===== config.mk =====
export PLATFORM = sky130hd
export DESIGN_NAME = trigger_surround_cache
export DESIGN_NICKNAME = d
export VERILOG_FILES = /design/src/rtl/trigger_surround_cache.sv
export SDC_FILE = /design/constraint.sdc
export NUM_CORES = 1
export LEC_CHECK = 0
export ABC_AREA = 1
export CAP_MARGIN = 20
export CORE_MARGIN = 2
export CORE_UTILIZATION = 61
export DETAILED_ROUTE_END_ITERATION = 7
export HOLD_SLACK_MARGIN = 0.06
export PLACE_DENSITY = 0.87
export SYNTH_ARGS = -nofsm -noshare
export SYNTH_HDL_FRONTEND = slang
export SYNTH_SLANG_ARGS = --single-unit

===== constraint.sdc =====
create_clock -name clk -period 2.3 [get_ports clk]
set_input_delay 0.46 -clock clk [delete_from_list [all_inputs] [get_ports clk]]
set_output_delay 0.46 -clock clk [all_outputs]
set_load 0.01 [all_outputs]

===== src/rtl/trigger_surround_cache.sv =====
// ---------------------------------------------------------------------------
// trigger_surround_cache
//
// Captures a window of 8-bit samples from an internal deterministic sample
// generator around a threshold trigger. The samples go into a BUF_LEN-deep
// ring buffer. After the trigger, the block freezes the window and delivers
// it to the host, oldest sample first. Each host request returns one sample.
//
// Ports
//   clk       in   1   single clock, rising edge
//   reset     in   1   synchronous, active-high; returns the block to IDLE
//   start     in   1   begins a capture (sampled only in IDLE)
//   req       in   1   host read request; each rising edge asks for one sample
//   sbf       in   1   host buffer full; holds a pending request back
//   adc_data  out  8   generator sample during capture, delivered sample during readout
//   trd       out  1   trigger detected (level)
//   cd        out  1   cache done: window frozen and readable (level)
//   rdy       out  1   one-cycle pulse: adc_data holds a newly delivered sample
//   trigtm    out  32  free-running cycle count latched at the trigger
//   sd        out  1   one-cycle pulse: the last window sample has been delivered
// ---------------------------------------------------------------------------
module trigger_surround_cache #(
    parameter int         BUF_LEN = 32,
    parameter int         PRE     = 16,
    parameter logic [7:0] THRESH  = 8'd200,
    parameter logic [7:0] STEP    = 8'd7
) (
    input  logic        clk,
    input  logic        reset,
    input  logic        start,
    input  logic        req,
    input  logic        sbf,
    output logic [7:0]  adc_data,
    output logic        trd,
    output logic        cd,
    output logic        rdy,
    output logic [31:0] trigtm,
    output logic        sd
);

    localparam int AW = $clog2(BUF_LEN);

    // Terminal values of the phase and readout counters.
    localparam logic [AW-1:0] PRE_LAST  = AW'(PRE - 1);
    localparam logic [AW-1:0] POST_LAST = AW'(BUF_LEN - PRE - 2);
    localparam logic [AW-1:0] RD_LAST   = AW'(BUF_LEN - 1);

    typedef enum logic [3:0] {
        IDLE      = 4'd0,
        PRE_FILL  = 4'd1,
        WAIT_TRIG = 4'd2,
        POST      = 4'd3,
        READY     = 4'd4,
        XFER      = 4'd5
    } state_t;

    state_t        state_q;
    logic [31:0]   cycle_q;
    logic [31:0]   trigtm_q;
    logic [7:0]    gen_q;
    logic [7:0]    adc_q;
    logic [AW-1:0] wr_ptr_q;
    logic [AW-1:0] rd_ptr_q;
    logic [AW-1:0] phase_q;     // samples written in PRE_FILL / POST
    logic [AW-1:0] rd_cnt_q;    // samples delivered so far
    logic          req_q;       // req from the previous cycle, for edge detection
    logic          pend_q;      // one outstanding host request
    logic          last_q;      // final window sample has just been delivered
    logic          trd_q;
    logic          cd_q;
    logic          rdy_q;
    logic          sd_q;

    logic [7:0]    mem [BUF_LEN];

    logic          capture;
    logic          req_rise;
    logic          serve;
    logic [7:0]    gen_d;
    logic [AW-1:0] wr_ptr_d;
    logic [AW-1:0] rd_ptr_d;

    assign capture  = (state_q == PRE_FILL) || (state_q == WAIT_TRIG) || (state_q == POST);
    assign req_rise = req & ~req_q;
    // cd_q is set only once the read pointer has been loaded. Requests wait
    // for that load.
    assign serve    = cd_q & pend_q & ~sbf & ~last_q;
    assign gen_d    = gen_q + STEP;
    assign wr_ptr_d = wr_ptr_q + 1'b1;
    assign rd_ptr_d = rd_ptr_q + 1'b1;

    // NOTE: the sample memory has no reset. Its contents are always rewritten
    // by a capture before they are read. Leaving it unreset keeps it mappable
    // onto RAM.
    always_ff @(posedge clk) begin
        if (capture) begin
            mem[wr_ptr_q] <= gen_q;
        end
    end

    // NOTE: all state updates use non-blocking assignments. Every branch
    // therefore sees the pre-edge values of gen_q, wr_ptr_q and the other
    // state registers, whatever the statement order.
    always_ff @(posedge clk) begin
        if (reset) begin
            state_q  <= IDLE;
            cycle_q  <= '0;
            trigtm_q <= '0;
            gen_q    <= '0;
            adc_q    <= '0;
            wr_ptr_q <= '0;
            rd_ptr_q <= '0;
            phase_q  <= '0;
            rd_cnt_q <= '0;
            req_q    <= 1'b0;
            pend_q   <= 1'b0;
            last_q   <= 1'b0;
            trd_q    <= 1'b0;
            cd_q     <= 1'b0;
            rdy_q    <= 1'b0;
            sd_q     <= 1'b0;
        end else begin
            cycle_q <= cycle_q + 32'd1;
            req_q   <= req;
            rdy_q   <= 1'b0;
            sd_q    <= 1'b0;

            // The ring buffer is written by the separate memory block above.
            // This block only advances the pointer and the generator.
            if (capture) begin
                adc_q    <= gen_q;
                wr_ptr_q <= wr_ptr_d;
                gen_q    <= gen_d;
            end

            case (state_q)
                IDLE: begin
                    if (start) begin
                        gen_q    <= '0;
                        wr_ptr_q <= '0;
                        phase_q  <= '0;
                        state_q  <= PRE_FILL;
                    end
                end

                PRE_FILL: begin
                    if (phase_q == PRE_LAST) begin
                        phase_q <= '0;
                        state_q <= WAIT_TRIG;
                    end else begin
                        phase_q <= phase_q + 1'b1;
                    end
                end

                WAIT_TRIG: begin
                    // The sample being written is the trigger candidate. It
                    // becomes the first post-trigger sample.
                    if (gen_q >= THRESH) begin
                        trd_q    <= 1'b1;
                        trigtm_q <= cycle_q;
                        phase_q  <= '0;
                        state_q  <= POST;
                    end
                end

                POST: begin
                    if (phase_q == POST_LAST) begin
                        state_q <= READY;
                    end else begin
                        phase_q <= phase_q + 1'b1;
                    end
                end

                READY, XFER: begin
                    if (!cd_q) begin
                        // First frozen cycle. The write pointer already points
                        // at the oldest sample in the ring.
                        cd_q     <= 1'b1;
                        rd_ptr_q <= wr_ptr_q;
                        rd_cnt_q <= '0;
                        last_q   <= 1'b0;
                        pend_q   <= req_rise;
                    end else if (last_q) begin
                        sd_q    <= 1'b1;
                        trd_q   <= 1'b0;
                        cd_q    <= 1'b0;
                        last_q  <= 1'b0;
                        pend_q  <= 1'b0;
                        state_q <= IDLE;
                    end else if (serve) begin
                        adc_q    <= mem[rd_ptr_q];
                        rd_ptr_q <= rd_ptr_d;
                        rd_cnt_q <= rd_cnt_q + 1'b1;
                        rdy_q    <= 1'b1;
                        pend_q   <= 1'b0;
                        last_q   <= (rd_cnt_q == RD_LAST);
                        state_q  <= XFER;
                    end else if (req_rise) begin
                        // A second edge while one request is pending sets
                        // the same flag. The extra request is lost.
                        pend_q <= 1'b1;
                    end
                end

                default: state_q <= IDLE;
            endcase
        end
    end

    assign adc_data = adc_q;
    assign trd      = trd_q;
    assign cd       = cd_q;
    assign rdy      = rdy_q;
    assign trigtm   = trigtm_q;
    assign sd       = sd_q;

endmodule


==> flow_summary.json <==
{
  "pre_cts_slack_ns": 0.320,
  "grt_pass1_wl_um": 63900,
  "period_share_pct": 92.9,
  "hpwlAfterDp_um": 24100,
  "cp-end-kind": "primary output",
  "grt.total_usage_pct": 28.7,
  "r2r-end": "adc_data[7]",
  "setup-violations-final": 0,
  "synth_top_area_share_pct": 47.8,
  "grt_pass1_vias": 12400,
  "startpoint_type": "register",
  "worst_slack_ns": 0.164,
  "grt_max_degree": 129,
  "cp.arrival_ns": 1.68,
  "critPathSlowestCell": "clkdlybuf4s50_1",
  "hold_class": "register to register",
  "met3_wirelength_um": 4460,
  "fin_skew_ns": 0.0273,
  "vias_per_cell": 5.80,
  "ctsResizeCount": 0,
  "clock-sinks": 371,
  "globalRouteOverflowTotal": 0,
  "ant_nets": 0,
  "post-route-min-period_ns": 2.14,
  "postCtsSetupBuffers": 0,
  "coreArea_sq_um": 26000,
  "synth.top_cells.by_count": "nand2_1 (483), edfxtp_1 (256), nand3_1 (209)",
  "wirelength_um": 40000,
  "cts_tree": "yes",
  "maxSlewViolCount": 0,
  "async_reset_ff_share_pct": 0,
  "status": "completed",
  "drc": 0,
  "crit_family": "buffers and inverters",
  "timing.fmax_mhz": 468,
  "cp.required_ns": 1.84,
  "fillers": 1800,
  "synthesis.area_sq_um": 16100,
  "synth_nets": 1758,
  "max_stage_delay_ns": 0.61,
  "synth_edf_count": 256,
  "pwr_density_cell_nw_per_um2": 1080,
  "seq_area_frac_synth_pct": 62.2,
  "rsz0062_at_grt": "false",
  "path_clk_slew_ns": 0.06,
  "wl_met2_um": 19300,
  "power.leakage_nw": 7.53,
  "area_growth_pct": 14.3,
  "hold_viol": 0,
  "die_w_um": 166,
  "n_antenna_cell": 0,
  "vdd_drop_max_v": 0.00105,
  "synth.area.top_cells": "edfxtp_1 (48%), dfxtp_1 (14%), nand2_1 (11%), nand3_1 (6.5%), inv_1 (4.5%)",
  "slew_headroom_pct": 53.7,
  "synthCells": 1739,
  "cts_buffers": 37,
  "path_max_fanout": 9,
  "dp_cells": 2109,
  "hp-start": "last_q",
  "finalSetupTns_ns": 0,
  "cts_hold_buf": 0,
  "layoutNonFillerInstCount": 2176,
  "yosysUniqueCellTypes": 43,
  "clkLatencyLatePin_ns": 0.53,
  "dr.first_iter.drc_count": 1527,
  "port_buffers": 48,
  "num_vias": 12600,
  "initial_core_util_pct": 61.8,
  "rrSetupSlack_ns": 0.25,
  "drive_above_1_share_pct": 8.37,
  "ys.flop_type": "edfxtp_1",
  "synth_top_cell_by_area": "edfxtp_1",
  "cts_htree_levels": 2,
  "worst-path-buf-inv": 1,
  "tightest_slew_ns": 0.693,
  "rr_worst_depth": 9,
  "postSynthAreaPerCell_sq_um": 9.24,
  "cts_max_path_buffers": 3,
  "top_layer": "met4",
  "wl_met1_um": 15100,
  "holdPathStages": 1,
  "first_pass_iters": 6,
  "wire_per_inst_um": 18.4,
  "io_pins": 49,
  "path_class": "register to primary output",
  "gp_congestion": 0.905,
  "synth.most_common_cell": "nand2_1",
  "rows": 59,
  "synth_warnings": 0,
  "die_area_sq_um": 27700,
  "crit_chain": "clkdlybuf4s50_1",
  "antenna_found_initial": 0,
  "nets": 1832,
  "maxCapViolCount": 0,
  "cts_root_buf": "clkbuf_16",
  "worst_hold_path.endpoint": "rdy",
  "synth-seq-cells": 371,
  "die_y_um": 166
}
## cell families (layout without fill, tap and decap cells)
kind of cell    Yosys count  count (layout)  share of synthesized area, %
compound gates          147             147                          4.77
simple gates            926             926                          24.7
xor+xnor                  6               6                         0.327
flops                   371             371                          62.2
fa+ha+maj                14              14                          1.09
buf+inv                 275             377                          6.92
## power by group
part           leakage (nW)  switching (mW)  total (mW)  internal (mW)
sequential             3.21           0.308        8.12           7.81
combinational          3.73            3.97        5.68           1.71
clock                 0.591            2.52        6.11           3.59
total                  7.53            6.80        19.9           13.1
## metal layers
metal | global-route usage [%] | up-vias
met5 | 0.696 | -
li1 | - | 5844
met2 | 48.2 | 778
met1 | 37.8 | 5896
met3 | 5.84 | 98
met4 | 9.22 | 0
## state kept, by name, indices dropped and copies added, names as in the netlist, 3 cells and up, named ones only
register and cells:
phase_q 5, rd_cnt_q 5, adc_data 8, trigtm 32, rd_ptr_q 5, cycle_q 32, gen_q 8, wr_ptr_q 5
mem 256, state_q 3
## worst max-delay path by stage
| stage | startpoint | cells after the start | endpoint |
|---|---|---|---|
| global route | phase_q[0] | 13 | state_q[1] |
| CTS | cd | 1 | cd |
| detailed placement | reset | 6 | wr_ptr_q[3] |
| floorplan | state_q[2] | 7 | mem[7][0] |
| global placement | reset | 6 | gen_q[7] |
| finish | cd | 1 | cd |
## final cells by class
| cell class | count | area (sq um) | share of cell area, % |
|---|---|---|---|
| flip-flops and latches | 371 | 9990 | 54.4 |
| multi-input cells | 1093 | 4970 | 27.1 |
| repair buffers | 109 | 1000 | 5.45 |
| clock buffers | 41 | 962 | 5.24 |
| inverters | 201 | 761 | 4.14 |
| well taps | 335 | 419 | 2.28 |
| clock inverters | 26 | 262 | 1.42 |
## metrics by stage
| step | hold slack [ns] | power [mW] | cell area [sq um] | utilization (%) |
|---|---|---|---|---|
| after floorplan | 0.421 | 11.6 | 16100 | - |
| after global placement | 0.436 | 13.4 | 17100 | 66.0 |
| after detailed placement | 0.462 | 13.7 | 17100 | 66.0 |
| after CTS | 0.470 | 19.8 | 18400 | 70.7 |
| after global routing | 0.500 | 20.7 | 18400 | 70.7 |
| final | 0.469 | 19.9 | 18400 | 70.7 |
## cell usage in the layout, fill, tap and decap left out, types with 2 or more instances in the layout
cell type          n
nor2_1           165
a21oi_1           59
nand2_1          483
nor2_4             5
ha_1              14
clkinv_2           6
nand4_1            9
nand3b_1           5
o21ai_0           70
clkinv_1          11
o21a_1             2
nor2_2             8
bufinv_16          5
nand2_2            5
inv_1            193
xor2_1             2
xnor2_1            4
buf_4             56
dfxtp_1          113
inv_4              2
or2_2              3
nand3_1          209
o21ai_1            6
nand3_2            2
edfxtp_1         256
clkdlybuf4s50_1   48
clkbuf_16         38
nor3_1            21
a31oi_1            3
clkbuf_1           3
buf_12             5
clkinvlp_4         2
nor3_2             3
nor3b_1            2
a211oi_1           2
inv_2              5
(Power assumes the default switching activity.)
